--- config.mk ---
export PLATFORM = sky130hd
export DESIGN_NAME = lock_sequencer
export DESIGN_NICKNAME = d
export VERILOG_FILES = /design/src/rtl/lock_sequencer.sv
export SDC_FILE = /design/constraint.sdc
export NUM_CORES = 1
export LEC_CHECK = 0
export CAP_MARGIN = 20
export CORE_MARGIN = 2
export CORE_UTILIZATION = 56
export CTS_BUF_LIST = sky130_fd_sc_hd__clkbuf_4 sky130_fd_sc_hd__clkbuf_8
export DETAILED_ROUTE_END_ITERATION = 10
export PLACE_DENSITY = 0.89
export SYNTH_ARGS = -nofsm -noshare
export SYNTH_HDL_FRONTEND = slang
export SYNTH_SLANG_ARGS = --single-unit
--- constraint.sdc ---
create_clock -name i_Clk -period 2.5 [get_ports i_Clk]
set_input_delay 0.75 -clock i_Clk [delete_from_list [all_inputs] [get_ports i_Clk]]
set_output_delay 0.75 -clock i_Clk [all_outputs]
set_load 0.02 [all_outputs]
--- src/rtl/lock_sequencer.sv ---
// Four-digit keypad lock: buffers BCD digits, compares against CODE, then holds
// the servo latch open for a timed window or enforces a lockout after repeated failures.
module lock_sequencer #(
    parameter logic [15:0] CODE           = 16'h1234,
    parameter int          UNLOCK_CYCLES  = 125_000_000,
    parameter int          LOCKOUT_CYCLES = 250_000_000,
    parameter int          MAX_FAILS      = 3
) (
    input  logic       i_Clk,
    input  logic       i_Rst,
    input  logic       i_Digit_Valid,
    input  logic [3:0] i_Digit,
    input  logic       i_Clear,
    output logic       o_Answer,
    output logic [2:0] o_Digit_Count,
    output logic [1:0] o_Fail_Count,
    output logic       o_Locked_Out,
    output logic [1:0] o_State
);

    localparam int MAX_CYC = (UNLOCK_CYCLES > LOCKOUT_CYCLES) ? UNLOCK_CYCLES : LOCKOUT_CYCLES;
    localparam int TW      = (MAX_CYC > 1) ? $clog2(MAX_CYC) : 1;

    localparam logic [TW-1:0] UNLOCK_LOAD  = TW'(UNLOCK_CYCLES - 1);
    localparam logic [TW-1:0] LOCKOUT_LOAD = TW'(LOCKOUT_CYCLES - 1);
    localparam logic [1:0]    FAIL_LIMIT   = 2'(MAX_FAILS);

    typedef enum logic [1:0] {
        S_IDLE    = 2'd0,
        S_CHECK   = 2'd1,
        S_OPEN    = 2'd2,
        S_LOCKOUT = 2'd3
    } state_t;

    state_t        state_q, state_d;
    logic [15:0]   buf_q, buf_d;
    logic [2:0]    cnt_q, cnt_d;
    logic [1:0]    fail_q, fail_d;
    logic [TW-1:0] timer_q, timer_d;
    logic          answer_q, answer_d;
    logic [1:0]    fail_inc;

    always_ff @(posedge i_Clk or posedge i_Rst) begin
        if (i_Rst) begin
            state_q  <= S_IDLE;
            buf_q    <= '0;
            cnt_q    <= '0;
            fail_q   <= '0;
            timer_q  <= '0;
            answer_q <= 1'b0;
        end else begin
            state_q  <= state_d;
            buf_q    <= buf_d;
            cnt_q    <= cnt_d;
            fail_q   <= fail_d;
            timer_q  <= timer_d;
            answer_q <= answer_d;
        end
    end

    always_comb begin
        state_d  = state_q;
        buf_d    = buf_q;
        cnt_d    = cnt_q;
        fail_d   = fail_q;
        timer_d  = timer_q;
        fail_inc = (fail_q >= FAIL_LIMIT) ? FAIL_LIMIT : fail_q + 2'd1;
        case (state_q)
            S_IDLE: begin
                // Clear takes priority over a digit strobed in the same cycle.
                if (i_Clear) begin
                    buf_d = '0;
                    cnt_d = '0;
                end else if (i_Digit_Valid && (i_Digit <= 4'd9)) begin
                    buf_d = {buf_q[11:0], i_Digit};
                    cnt_d = cnt_q + 3'd1;
                    if (cnt_q == 3'd3) begin
                        state_d = S_CHECK;
                    end
                end
            end
            S_CHECK: begin
                buf_d = '0;
                cnt_d = '0;
                if (buf_q == CODE) begin
                    state_d = S_OPEN;
                    fail_d  = '0;
                    timer_d = UNLOCK_LOAD;
                end else begin
                    fail_d = fail_inc;
                    if (fail_inc == FAIL_LIMIT) begin
                        state_d = S_LOCKOUT;
                        timer_d = LOCKOUT_LOAD;
                    end else begin
                        state_d = S_IDLE;
                    end
                end
            end
            S_OPEN: begin
                if (i_Clear) begin
                    state_d = S_IDLE;
                    timer_d = '0;
                end else if (timer_q == '0) begin
                    state_d = S_IDLE;
                end else begin
                    timer_d = timer_q - TW'(1);
                end
            end
            S_LOCKOUT: begin
                if (timer_q == '0) begin
                    state_d = S_IDLE;
                    fail_d  = '0;
                end else begin
                    timer_d = timer_q - TW'(1);
                end
            end
            default: state_d = S_IDLE;
        endcase
    end

    // The latch output trails OPEN by one clock, but an early relock drops it on the same edge.
    always_comb begin
        answer_d     = (state_q == S_OPEN) && !i_Clear;
        o_Locked_Out = (state_q == S_LOCKOUT);
        o_State      = state_q;
    end

    assign o_Answer      = answer_q;
    assign o_Digit_Count = cnt_q;
    assign o_Fail_Count  = fail_q;

endmodule
# Word level (Yosys, flattened, before mapping)
# Cells that the tools add are included.
[totals]
register_bits = 52
latchBits = 0
mem_bits_rw = 0
romBits = 0
inputBits = 8
out_inout_bits = 9
word_cells = 58
mem_count = 0
[classes]
add_sub_neg = 3
multipliers = 0
n_div = 0
n_lt_le_gt_ge = 2
n_eq_ne = 12
shift = 0
n_mux = 23
bitwise_logic = 0
reduce_logical = 12
[ops]
columns = ["op", "count"]
rows = [
  ["two-way mux 28 bit", 4],
  ["one-hot mux 28 bit (3 select lines)", 1],
  ["two-way mux 16 bit", 2],
  ["one-hot mux 16 bit (2 select lines)", 1],
  ["logical NOT 28 bit", 1],
  ["subtractor 28 x 1 -> 28 bit, second input constant", 1],
  ["two-way mux 2 bit", 10],
  ["== test 16 x 13 -> 1 bit, second input constant", 1],
  ["one-hot mux 2 bit (4 select lines)", 1],
  ["== test 2 bit, second input constant", 3],
  ["two-way mux 3 bit", 2],
  ["!= test 2 bit, second input constant", 3],
  ["!= test 3 bit, second input constant", 2],
  ["one-hot mux 3 bit (2 select lines)", 1],
  ["AND reduction 2 bit", 3],
  ["less-or-equal comparator 4 bit, second input constant", 1],
  ["one-hot mux 2 bit (2 select lines)", 1],
  ["nonzero test 2 bit", 2],
  ["adder 3 x 1 -> 3 bit, second input constant", 1],
  ["== test 3 x 2 -> 1 bit, second input constant", 1],
  ["AND reduction 3 bit", 1],
  ["nonzero test 3 bit", 1],
  ["adder 2 x 1 -> 2 bit, second input constant", 1],
  ["== test 2 x 1 -> 1 bit, second input constant", 1],
  ["other kinds (5)", 6],
]

# Depth between registers and ports, before layout
[logic_depth]
depth_word = 6
depth_mapped = 10
depth_no_buf = 8

# Worst setup path before layout
# No wires, ideal clock.
[synth_timing]
path_kind = "reg-to-reg"
start = "register timer_q[0]"
end = "register timer_q[2]"
setup_ns = 0.124
t_arrival_ns = 2.484
t_required_ns = 2.376
slack_ns = -0.108
path_stages_with_launch = 10
n_path_buf = 1
synth_period_minus_slack_ns = 2.608
cell_sequence = "dfrtp_1 inv_1 ha_1 or3b_2 or4_4 or2_1 buf_6 and2_4 nor3b_1 a211o_1"
[synth_between]
elab_chain_cells = 4
elab_cells_between_ends = 5
cone_classes = "add/sub (1); mux (3); reduce/logical (1)"
[synth_lines]
columns = ["element", "line", "text"]
rows = [
  ["from (decl)", "39", "logic [TW-1:0] timer_q, timer_d;"],
  ["from (signal assigned)", "56", "timer_q <= timer_d;"],
  ["subtractor 28 x 1 -> 28 bit / logical NOT 28 bit (equally long branches)", "n/a", ""],
  ["two-way mux 28 bit *", "103, 110", ""],
  ["two-way mux 28 bit", "100", "if (i_Clear) begin"],
  ["one-hot mux 28 bit (3 select lines) *", "68", "case (state_q)"],
]
# Mark *: on every way between the ends. The rest lies on a longest branch, timed or not.
# A chain may end at the register's enable or synchronous reset.

# Worst setup path after layout
[layout_timing]
start = "register timer_q[0]"
end = "register timer_q[11]"
# Same word-level chain as after synthesis.

==> summary.txt <==
Yosys
  • Main combinational cell family by area after synthesis: simple AND/OR/NAND/NOR gates
  • Synth Area in Adders: 0.0131
  • Post-synth EDFFs: 0
  • Syn_nets: 347
  • Mux cell area share after synthesis: 0.00394
  • Syn Std Cell Area: about 0.0029 mm²
  • Synthesis-stage register bit count: 52
  • Post-Syn Instances: roughly 340
  • Avg Cell Area, Syn: 8.51 µm²
  • Top FF cell, synth: dfrtp_1
  • Number of synthesis warnings: 0
  • Fraction of synthesized cell area in xor and xnor cells: 0.00306
  • Asr flop ratio synth: 1.00
  • Largest area contributor in the netlist: dfrtp_1
  • Compound-Gate Fraction of Synth Area: 0.183
  • Simple-gate portion of the synthesized area: 0.301
  • Synth top area share: 0.455
  • Sequential area share after synthesis: 0.455
  • Synth area leaders: dfrtp_1, nand2_1, nand3_1
  • Post-synth cell types: just under 50

Power and ir drop
  • VDD IR max: 449 µV
  • Pwr Density: 413 mW/mm²
  • Lkg Pwr: approximately 1.5 nW

Timing
  • Fin crit period: 2490 ps
  • Tcrit/Tclk final: 0.997
  • Final setup viols: 0
  • Least-Margin Pin Slew: 861 ps
  • Setup TNS: 0 ps
  • Worst path setup slack after routing: 7.32 ps
  • Slew margin rel.: 0.424
  • Unrepaired setup endpoints after global routing: yes
  • Final Hold Fails: 0
  • Final clock skew: about 13 ps
  • Slew Limit Fails: 0
  • Fmax: 0.401 GHz

Critical path
  • Setup crit end kind: register
  • CP arrival: 2700 ps
  • Reg2reg end: timer_q[11]$_DFFE_PP0P_
  • Critical Path Source Type: register
  • Reg-to-reg critical path startpoint: timer_q[0]$_DFFE_PP0P_
  • Critical Path RT: approximately 2700 ps
  • Reg2reg path depth: 9
  • Setup CP Type: register to register
  • Crit-path max FO: 8
  • Worst stage delay on the critical path: 440 ps
  • Critical path's slowest cell: or4_4
  • Reg-to-reg setup timing slack: 7 ps
  • Crit-path cells: inv_1, ha_2, or3b_4, or4_4, or2_4, buf_4, a31oi_1, o21ai_0, o311ai_0

Clocking
  • Root buf cell: clkbuf_8
  • Clock Tree Buf Depth: 2
  • TritonCTS clock tree: yes
  • Clk_lat worst skew: ~320 ps
  • Clock transition at path regs: about 100 ps
  • Clock sinks: 52
  • CTS H-Tree Depth: 2
  • CTS Buf Count: 5

Route
  • Remaining DRCs: 0
  • Routed WL per cell: 17.1 µm
  • Final ANT Viol Nets: 0
  • Routed WL: 7.56 mm
  • 1st-iter DRT viols: 361
  • Post-DR vias/cell: 6.43
  • First drt pass iteration count: 6
  • Routed vias: 2842

Place
  • Cell Area, Placed: approximately 0.0032 mm²
  • Count of input and output buffers: 16
  • Setup WS pre-CTS: -51.6 ps
  • RePlAce Congestion: 1.03
  • Placed Instances: 428
  • HPWL after DPL: 5.16 mm

Die
  • Width of the die: 75.5 µm
  • Die Y: 75.5 µm
  • Die Area: about 0.0057 mm²
  • CORE AREA: ~0.0050 mm²
  • Initial Utilization: 0.571
  • Site row count: 26
  • Top Ports: 17

Hold path
  • Hold_sp: buf_q[15]$_DFFE_PP0P_
  • WHS Path Cells: 2
  • Worst hold path type: register to register
  • Hold Path Sink: buf_q[15]$_DFFE_PP0P_

Global route
  • First-pass GRT wire length: 12.2 mm
  • Vias in the first global route: 2648
  • Total grt overflow: 0
  • GRT Overall Usage: 0.283
  • Largest net degree at the start of global routing: 32
  • Initial antenna violation count: 0

Final layout
  • Commonest non-fill, non-tap cell in the layout: nand2_1
  • Nets: 382
  • # diodes: 0
  • Fraction of layout cells with a size suffix above 1: 0.169
  • Commonest non-fill, non-tap cells in the layout: nand2_1, dfrtp_1, buf_4
  • Area Growth Syn to Fin: 20.4%
  • Final Cell Area: about 0.0034 mm²
  • Final Non-Filler Cells: 442

Job
  • Max-cap violations: 0

Status
  • Status: finished, final reports clean
-- metrics by stage --
step	utilization	total power [W]	hold slack, ps
floorplan	-	0.000892	431
global placement	0.649	0.000919	447
detailed placement	0.649	0.000921	467
CTS	0.672	0.00143	489
global route	0.688	0.00147	522
finish	0.688	0.00142	486
-- registers in the layout (all words and copies together), names as in the netlist --
register	count
buf_q	16
o_Answer	1
o_Digit_Count	3
o_Fail_Count	2
o_State	2
timer_q	28
-- final cells by class --
type	count	area, µm²
fillers	382	1570
clock inverters	2	13.8
inverters	6	22.5
multi-input cells	256	1510
well taps	70	87.6
flip-flops and latches	52	1300
clock buffers	6	82.6
repair buffers	50	428
-- worst max path at each step --
stage | from | endpoint | slack, ps | cells past startpoint
after floorplan | timer_q[9]$_DFFE_PP0P_ | timer_q[2]$_DFFE_PP0P_ | 30 | 8
after global placement | timer_q[9]$_DFFE_PP0P_ | timer_q[17]$_DFFE_PP0P_ | 3 | 7
after detailed placement | timer_q[9]$_DFFE_PP0P_ | timer_q[17]$_DFFE_PP0P_ | -50 | 7
after CTS | timer_q[4]$_DFFE_PP0P_ | timer_q[22]$_DFFE_PP0P_ | 5 | 7
after global routing | timer_q[0]$_DFFE_PP0P_ | timer_q[22]$_DFFE_PP0P_ | -80 | 9
final | timer_q[0]$_DFFE_PP0P_ | timer_q[11]$_DFFE_PP0P_ | 7 | 9
-- kinds of logic after synthesis --
| logic type | after synthesis |
|---|---|
| simple gates | 170 |
| compound gates | 81 |
| flops | 52 |
| buf+inv | 28 |
| fa+ha+maj | 3 |
| xor+xnor | 1 |
| mux | 1 |
-- synthesized netlist by cell type, drive strengths merged, types with 7 or more instances --
| library cell | n |
|---|---|
| o211ai | 8 |
| buf | 7 |
| nand2 | 58 |
| nand3 | 30 |
| nor3 | 12 |
| clkbuf | 15 |
| a21oi | 12 |
| o21ai | 27 |
| nor4 | 10 |
| dfrtp | 52 |
| a31oi | 9 |
| nor2 | 25 |
-- worst max-delay path, delay by kind of cell, from the launching register on --
family | cells | cell delay [ps]
fa+ha+maj | 1 | 220
simple gates | 3 | 1110
flops | 1 | 420
compound gates | 3 | 370
buf+inv | 2 | 260
-- routing by layer --
metal / share of wire / vias up / routed length [µm] / global-route usage
li1: - / 1295 / - / -
met1: 0.40 / 1343 / 2990 / 0.364
met2: 0.50 / 165 / 3740 / 0.469
met3: 0.067 / 39 / 509 / 0.0410
met4: 0.042 / 0 / 317 / 0.138
met5: 0 / - / 0 / 0
-- power by group --
part / internal (W) / switching, W / total, W
clock: 0.000227 / 0.000293 / 0.000520
combinational: 0.0000202 / 0.0000316 / 0.0000518
sequential: 0.000846 / 0.00000464 / 0.000851
-- what timing repair did --
item | in CTS | in global routing
hold buffers | 0 | 0
setup buffers | 1 | 5
resized for setup | 3 | 12
endpoints found under the setup margin | 5 | 23
pin swaps | 0 | 5
No activity file was read; power rests on OpenSTA's default activity.
